==> src/rtl/fetch_unit.sv <==
// fetch_unit: instruction fetch stage; PC register, i_cache address/return handling, {pc, instr} buffer to decode.
// Ports:
//   i_clk, i_reset            clock and asynchronous active-high reset
//   o_icache_address          current PC presented to i_cache
//   i_icache_data/done        registered i_cache return
//   i_redirect/_pc            one-cycle fetch restart request and target
//   o_dec_valid/instr/pc      buffer head towards decode
//   i_dec_ready               decode accepts the head
// Build option: FETCH_QUEUE_EN selects a 2-entry buffer instead of a single output register.
module fetch_unit #(
    parameter int XLEN = 32,
    parameter logic [XLEN-1:0] RESET_VECTOR = '0
) (
    input  logic            i_clk,
    input  logic            i_reset,
    output logic [XLEN-1:0] o_icache_address,
    input  logic [XLEN-1:0] i_icache_data,
    input  logic            i_icache_done,
    input  logic            i_redirect,
    input  logic [XLEN-1:0] i_redirect_pc,
    output logic            o_dec_valid,
    output logic [XLEN-1:0] o_dec_instr,
    output logic [XLEN-1:0] o_dec_pc,
    input  logic            i_dec_ready
);
`ifdef FETCH_QUEUE_EN
    localparam int DEPTH = 2;
`else
    localparam int DEPTH = 1;
`endif
    localparam int CW = $clog2(DEPTH + 1);
    // a single-entry buffer still needs a 1-bit pointer; it simply never leaves 0
    localparam int PW = DEPTH > 1 ? $clog2(DEPTH) : 1;
    localparam int SLOTS = 2 ** PW;

    typedef enum logic [1:0] {ISSUE, WAIT, FULL} state_t;

    state_t state, state_nx;
    logic [XLEN-1:0] pc, redirect_pc;
    logic [XLEN-1:0] mem_pc [SLOTS];
    logic [XLEN-1:0] mem_instr [SLOTS];
    logic [PW-1:0] wr_ptr, rd_ptr;
    logic [CW-1:0] count, count_nx;
    logic push, pop;

    function automatic logic [PW-1:0] bump(input logic [PW-1:0] p);
        return p == PW'(DEPTH - 1) ? '0 : p + 1'b1;
    endfunction

    assign redirect_pc = i_redirect_pc & ~XLEN'(3);
    assign o_icache_address = pc;
    assign o_dec_valid = count != '0;
    assign o_dec_instr = mem_instr[rd_ptr];
    assign o_dec_pc = mem_pc[rd_ptr];
    // a done outside WAIT belongs to an older address and is ignored
    assign push = state == WAIT && i_icache_done && !i_redirect;
    assign pop = o_dec_valid && i_dec_ready;
    assign count_nx = count + CW'(push) - CW'(pop);

    always_ff @(posedge i_clk or posedge i_reset) begin
        if (i_reset) state <= ISSUE;
        else state <= state_nx;
    end

    always_comb begin
        state_nx = state;
        state_nx = i_redirect ? ISSUE :
                   state == ISSUE ? WAIT :
                   state == WAIT ? (i_icache_done ? (count_nx == CW'(DEPTH) ? FULL : ISSUE) : WAIT) :
                   pop ? ISSUE : FULL;
    end

    always_ff @(posedge i_clk or posedge i_reset) begin
        if (i_reset) begin
            pc <= RESET_VECTOR;
            count <= '0;
            wr_ptr <= '0;
            rd_ptr <= '0;
            for (int i = 0; i < SLOTS; i++) begin
                mem_pc[i] <= '0;
                mem_instr[i] <= '0;
            end
        end else if (i_redirect) begin
            pc <= redirect_pc;
            count <= '0;
            wr_ptr <= '0;
            rd_ptr <= '0;
        end else begin
            count <= count_nx;
            if (push) begin
                mem_pc[wr_ptr] <= pc;
                mem_instr[wr_ptr] <= i_icache_data;
                wr_ptr <= bump(wr_ptr);
                pc <= pc + XLEN'(4);
            end
            if (pop) rd_ptr <= bump(rd_ptr);
        end
    end
endmodule

==> config.mk <==
export PLATFORM = sky130hd
export DESIGN_NAME = fetch_unit
export DESIGN_NICKNAME = d
export VERILOG_FILES = /design/src/rtl/fetch_unit.sv
export SDC_FILE = /design/constraint.sdc
export NUM_CORES = 1
export LEC_CHECK = 0
export BUFFER_PORTS_ARGS = -buffer_cell sky130_fd_sc_hd__buf_2
export CAP_MARGIN = 5
export CELL_PAD_IN_SITES_DETAIL_PLACEMENT = 0
export CELL_PAD_IN_SITES_GLOBAL_PLACEMENT = 2
export CORE_ASPECT_RATIO = 1.2
export CORE_MARGIN = 5
export CORE_UTILIZATION = 32
export DETAILED_ROUTE_END_ITERATION = 8
export GPL_ROUTABILITY_DRIVEN = 0
export PLACE_DENSITY = 0.84
export REMOVE_ABC_BUFFERS = 1
export SETUP_SLACK_MARGIN = 0.05
export SYNTH_ARGS = -nofsm -noshare
export SYNTH_HDL_FRONTEND = slang
export SYNTH_SLANG_ARGS = --single-unit
==> constraint.sdc <==
create_clock -name i_clk -period 6.5 [get_ports i_clk]
set_clock_uncertainty 0.15 [all_clocks]
set_input_delay 0.325 -clock i_clk [delete_from_list [all_inputs] [get_ports i_clk]]
set_output_delay 0.325 -clock i_clk [all_outputs]
set_load 0.05 [all_outputs]
Yosys cells after proc, flatten, opt, wreduce, memory -nomap -nowiden
Index checks and enable logic that the tools add are counted.
- input bits: 69
- output and inout bits: 97
- register bits: 165
- logic and storage cells: 55
- reduce and logical (&&, ||, !) cells: 9
- $add $sub $neg: 5
- mux-type cells: 25
- magnitude comparators: 3
- bitwise gates (word level): 3
- equality and inequality tests: 1
- operator list (operator ; number):
    two-way mux 32 bit ; 9
    bitwise mux 64 bit ; 2
    adder 32 x 3 -> 32 bit, second input constant ; 1
    demux 32 bit (select 1 bit) ; 1
    two-way mux 2 bit ; 6
    two-way mux 1 bit ; 7
    >= comparator 2 bit, second input constant ; 2
    logical AND 1 bit ; 4
    inverter 1 -> 2 bit ; 2
    nonzero test 2 bit ; 2
    adder 1 bit, second input constant ; 2
    equality test 2 x 1 -> 1 bit, second input constant ; 1
    zero test 2 bit ; 1
    less-than comparator 2 x 1 -> 1 bit, second input constant ; 1
    AND reduction 2 bit ; 1
    adder 1 bit ; 1
    zero test 1 bit ; 1
    inverter 1 bit ; 1
    subtractor 1 bit ; 1

Longest topological paths before layout
- depth after elaboration: 10
- depth in mapped cells: 6
- depth with buffers taken out: 5

Worst setup path after synthesis
No wires, ideal clock.
- path type: register to register
- start point: reg pc[2] (netlist: o_icache_address[2])
- end point: reg pc[20] (netlist: o_icache_address[20])
- data arrival time: 2431 ps
- slack: 3815 ps
- cell stages (with the launch flop): 7
- data required time: 6246 ps
- clock period less this slack: 2685 ps
- buffers on the path: 1
- setup time: 104 ps
- path through: dfrtp_1 ha_1 nand3_4 or4_1 buf_2 or4_4 o311ai_1
- longest elaborated chain between the ends: 3
- ends and longest elaborated chain (item ; RTL line ; source):
    start, declared ; 39 ; logic [XLEN-1:0] pc, redirect_pc;
    start signal, assigned ; 84 ; pc <= redirect_pc;
    start signal, assigned ; 94 ; pc <= pc + XLEN'(4);
    adder 32 x 3 -> 32 bit ; 94 ;
    two-way mux 32 bit ; 90 ; if (push) begin
    two-way mux 32 bit ; 83 ; end else if (i_redirect) begin
No other way between the ends. The select of a mux whose other input is x is not followed.
A chain may end at the register's enable or synchronous reset.

Worst setup path after layout
- start point: reg state[1]
- end point: reg mem_instr[58] in the netlist's numbering
- longest elaborated chain between the ends: 4
- ends and longest elaborated chain (item ; RTL line ; source):
    start, declared ; 38 ; state_t state, state_nx;
    start signal, assigned ; 62 ; else state <= state_nx;
    equality test 2 x 1 -> 1 bit ; 56 ; assign push = state == WAIT && i_icache_done && !i_redirect;
    logical AND 1 bit (2 in a row) ; 56 ;
    AND reduction 2 bit (no source line) ; -- ;
    end signal, assigned by index ; 92 ; mem_instr[wr_ptr] <= i_icache_data;
    end, declared ; 41 ; logic [XLEN-1:0] mem_instr [SLOTS];
No other way between the ends.

==> results by group <==
Outcome
  • Status: finished clean

Logic synthesis
  • Simple-Gate Fraction of Synth Area: 0.141
  • Mapped cell area: roughly 4200 µm²
  • Largest family of logic cells by synthesized area: multiplexers
  • Avg Cell Area, Syn: 12.0 µm²
  • Netlist cell types: 39
  • Synth Instances: approximately 350
  • Post-synthesis mux area share: 0.168
  • Synth Area in XOR/XNOR: 0.0269
  • Synth Area in Adders: 0.00296
  • Area leader, netlist: dfrtp_1
  • Yosys warns: 0
  • Post-synth top area share: 0.563
  • Dominant cells by area after synthesis: dfrtp_1, mux2_2, or4_1
  • Seq/Total Area, Yosys: 0.563
  • Synth Area in Compound Gates: 0.0720
  • Yosys reg bits: 95

Timing
  • Tmin final: between 2 and 3 ns
  • Pins over their slew limit: 0
  • Hold Vio Cnt, Final: 0
  • PnR worst setup slack: 3.62 ns
  • Period utilization: 0.443
  • Post-route setup TNS: 0 ns
  • Finish-stage setup viols: 0
  • Fmax: 348 MHz
  • RSZ-0062 raised after global routing: no
  • Slew HR: 0.341
  • Slew @ Worst Pin: 0.987 ns

Floorplan
  • Starting Density: 0.323
  • Rows: between 40 and 50
  • Die Span Y: roughly 140 µm
  • Top-level port count: approximately 170
  • Core Box Area: 13100 µm²
  • Die footprint: about 16000 µm²
  • DIE WIDTH: approximately 110 µm

GRT
  • GRT Util Overall: 0.143
  • Vias in the first global route: between 3k and 4k
  • Wire length of the first global-routing pass: 17700 µm
  • Initial antenna violation count: 1
  • Largest net degree at the start of global routing: 60
  • GRT met3 Usage: 0.0294
  • Congestion Overflow GR: 0
  • GRT busiest layer: met2
  • Met1 Track Usage GR: 0.178
  • Met2 Use GR: 0.241

Worst setup path
  • R2R Path Start: state[1]$_DFF_PP0_
  • Top delay family on crit path: simple AND/OR/NAND/NOR gates
  • Crit-path max FO: 33
  • CP startpoint: state[1]$_DFF_PP0_
  • Startpoint class of the critical path: flop
  • Max incr delay on CP: 0.82 ns
  • CP max-delay cell: nor2_4
  • Worst Path Required: roughly 6.6 ns
  • Critical Path AT: slightly below 3 ns
  • CP Class: reg -> reg
  • Worst-path cell chain: nand3b_1 -> nor2_4 -> buf_4 -> mux2_2
  • CP Capture Type: flop
  • Critical path buffer and inverter count: 1

Routing
  • # DRC: 0
  • Initial DRC Count: ~150
  • Drt total wl: 11300 µm
  • Vias: 3372
  • Initial DRT Pass Iterations: 4
  • Vias per cell: between 4 and 5
  • Routed wire per std cell: 16.6 µm
  • Routed Antenna Nets: 0

Run
  • Max-cap viol count: 0

Final layout
  • Layout cells sized above 1: 0.481
  • Area Growth Syn to Fin: 30.7%
  • Final core utilization: 0.423
  • Nets: 579

Clock network
  • Worst-skew pair later-pin latency: 0.34 ns
  • Clock-pin slew of the registers on the worst-case setup and hold paths: 0.07 ns
  • Root buffer cell: clkbuf_16
  • # hold bufs at CTS: 1
  • Post-CTS setup repair buffer count: 0
  • Clock Tree Buf Depth: 2
  • Resized cells post-CTS: 0
  • CTS tree: done
  • Total CTS buffers: 9
  • Clock sinks: 95
  • H-tree Lvls: 3

Placement
  • DP Wirelength: roughly 8300 µm
  • Port Buf Inserts: ~160
  • Pre-CTS WS: 3.57 ns

Pwr
  • Total chip power: roughly 2.3 mW
  • Pleak: about 2.5 nW
  • Max IR drop VDD: 0.000168 V
  • Cell Pwr Density: ~410 nW/µm²

Worst hold path
  • HP Start: i_redirect_pc[11]
  • Worst hold-check path type: in -> reg
area by class of cell:
class | count | area, µm²
Timing Repair Buffer | 163 | 828
Antenna cell | 1 | 2.50
Fill cell | 1274 | 7540
Inverter | 4 | 17.5
Tap cell | 168 | 210
Clock inverter | 6 | 90.1
Sequential cell | 95 | 2380
Multi-Input combinational cell | 236 | 1760
Clock buffer | 10 | 239
cells by family (layout without fill, tap and decap cells):
kind of cell               after synthesis  count (layout)
xor gates and xnor gates                13              13
other                                    1               5
DFF                                     95              95
adders and majority gates                1               1
AOI/OAI and AO/OA                       48              48
and+or+nand+nor                        107             107
muxes                                   63              63
buffers and inverters                   25             183
Yosys cell counts (all sizes together):
library cell / number
clkbuf: 16
nand3: 12
o31ai: 10
a31oi: 14
o211ai: 3
ha: 1
o21ai: 16
nand2b: 1
nand4: 11
mux2i: 1
dfrtp: 95
and3: 2
buf: 5
nor4: 2
or3: 5
and2: 1
a211oi: 1
and4: 5
mux2: 62
or4: 16
xor2: 5
o311ai: 3
conb: 1
nor2b: 1
nor3: 2
and3b: 1
nand2: 28
xnor2: 8
a21oi: 1
nor2: 19
inv: 4
nand3b: 1
placed cells by master (no fill, tap or decap), types with 4 or more instances in the layout:
cell type | netlist | routed
or3_1 | 4 | 4
nand2_1 | 28 | 28
xnor2_1 | 8 | 8
dfrtp_1 | 95 | 95
clkbuf_16 | 0 | 9
buf_2 | 1 | 159
o31ai_1 | 10 | 10
a31oi_1 | 14 | 14
xor2_1 | 5 | 5
nand4_1 | 10 | 10
or4_1 | 15 | 15
and4_1 | 4 | 4
nand3_1 | 11 | 11
mux2_2 | 62 | 62
conb_1 | 1 | 4
o21ai_0 | 16 | 16
nor2_1 | 19 | 18
where the power goes:
| part | internal [mW] | switching, mW | leakage [nW] |
|---|---|---|---|
| clock network | 0.350 | 0.233 | 0.159 |
| logic | 0.220 | 0.646 | 1.19 |
| registers | 0.728 | 0.0869 | 1.13 |
| total | 1.30 | 0.966 | 2.48 |
metal layers:
layer / share of wire / wire length, µm
met1: 0.42 / 4780
met2: 0.49 / 5580
met3: 0.065 / 734
met4: 0.020 / 227
met5: 0 / 0
path summary, 6_finish.rpt:
path | to | slack, ns | cells past startpoint
setup / recovery | mem_instr[58]$_DFFE_PP0P_ | 3.62 | 4
setup reg to reg | mem_instr[58]$_DFFE_PP0P_ | 3.62 | 4
hold / removal | o_icache_address[11]$_DFFE_PP0N_ | 0.04 | 3
max in group asynchronous | o_icache_address[22]$_DFFE_PP0N_ | 4.66 | 4
hold reg to reg | state[1]$_DFF_PP0_ | 0.34 | 1
min in group asynchronous | mem_instr[63]$_DFFE_PP0P_ | 0.40 | 3
through the flow:
step	std cells	hold WS, ns	instance area, µm²
after global routing	683	0.0383	5520
after floorplan	335	0.241	4140
final	683	0.0397	5520
after global placement	665	0.214	5180
after CTS	682	0.0304	5520
after detailed placement	665	0.226	5180
state kept, by name (all words and copies together), names as in the netlist:
register / flops
o_icache_address: 30
mem_pc: 30
mem_instr: 32
o_dec_valid: 1
state: 2
worst min-delay path: cells and delay by family:
kind                   cells  cell delay (ns)
and+or+nand+nor            1             0.04
AOI/OAI and AO/OA          1             0.05
buffers and inverters      1             0.07
Note: power is estimated with default switching activity, not from simulation.
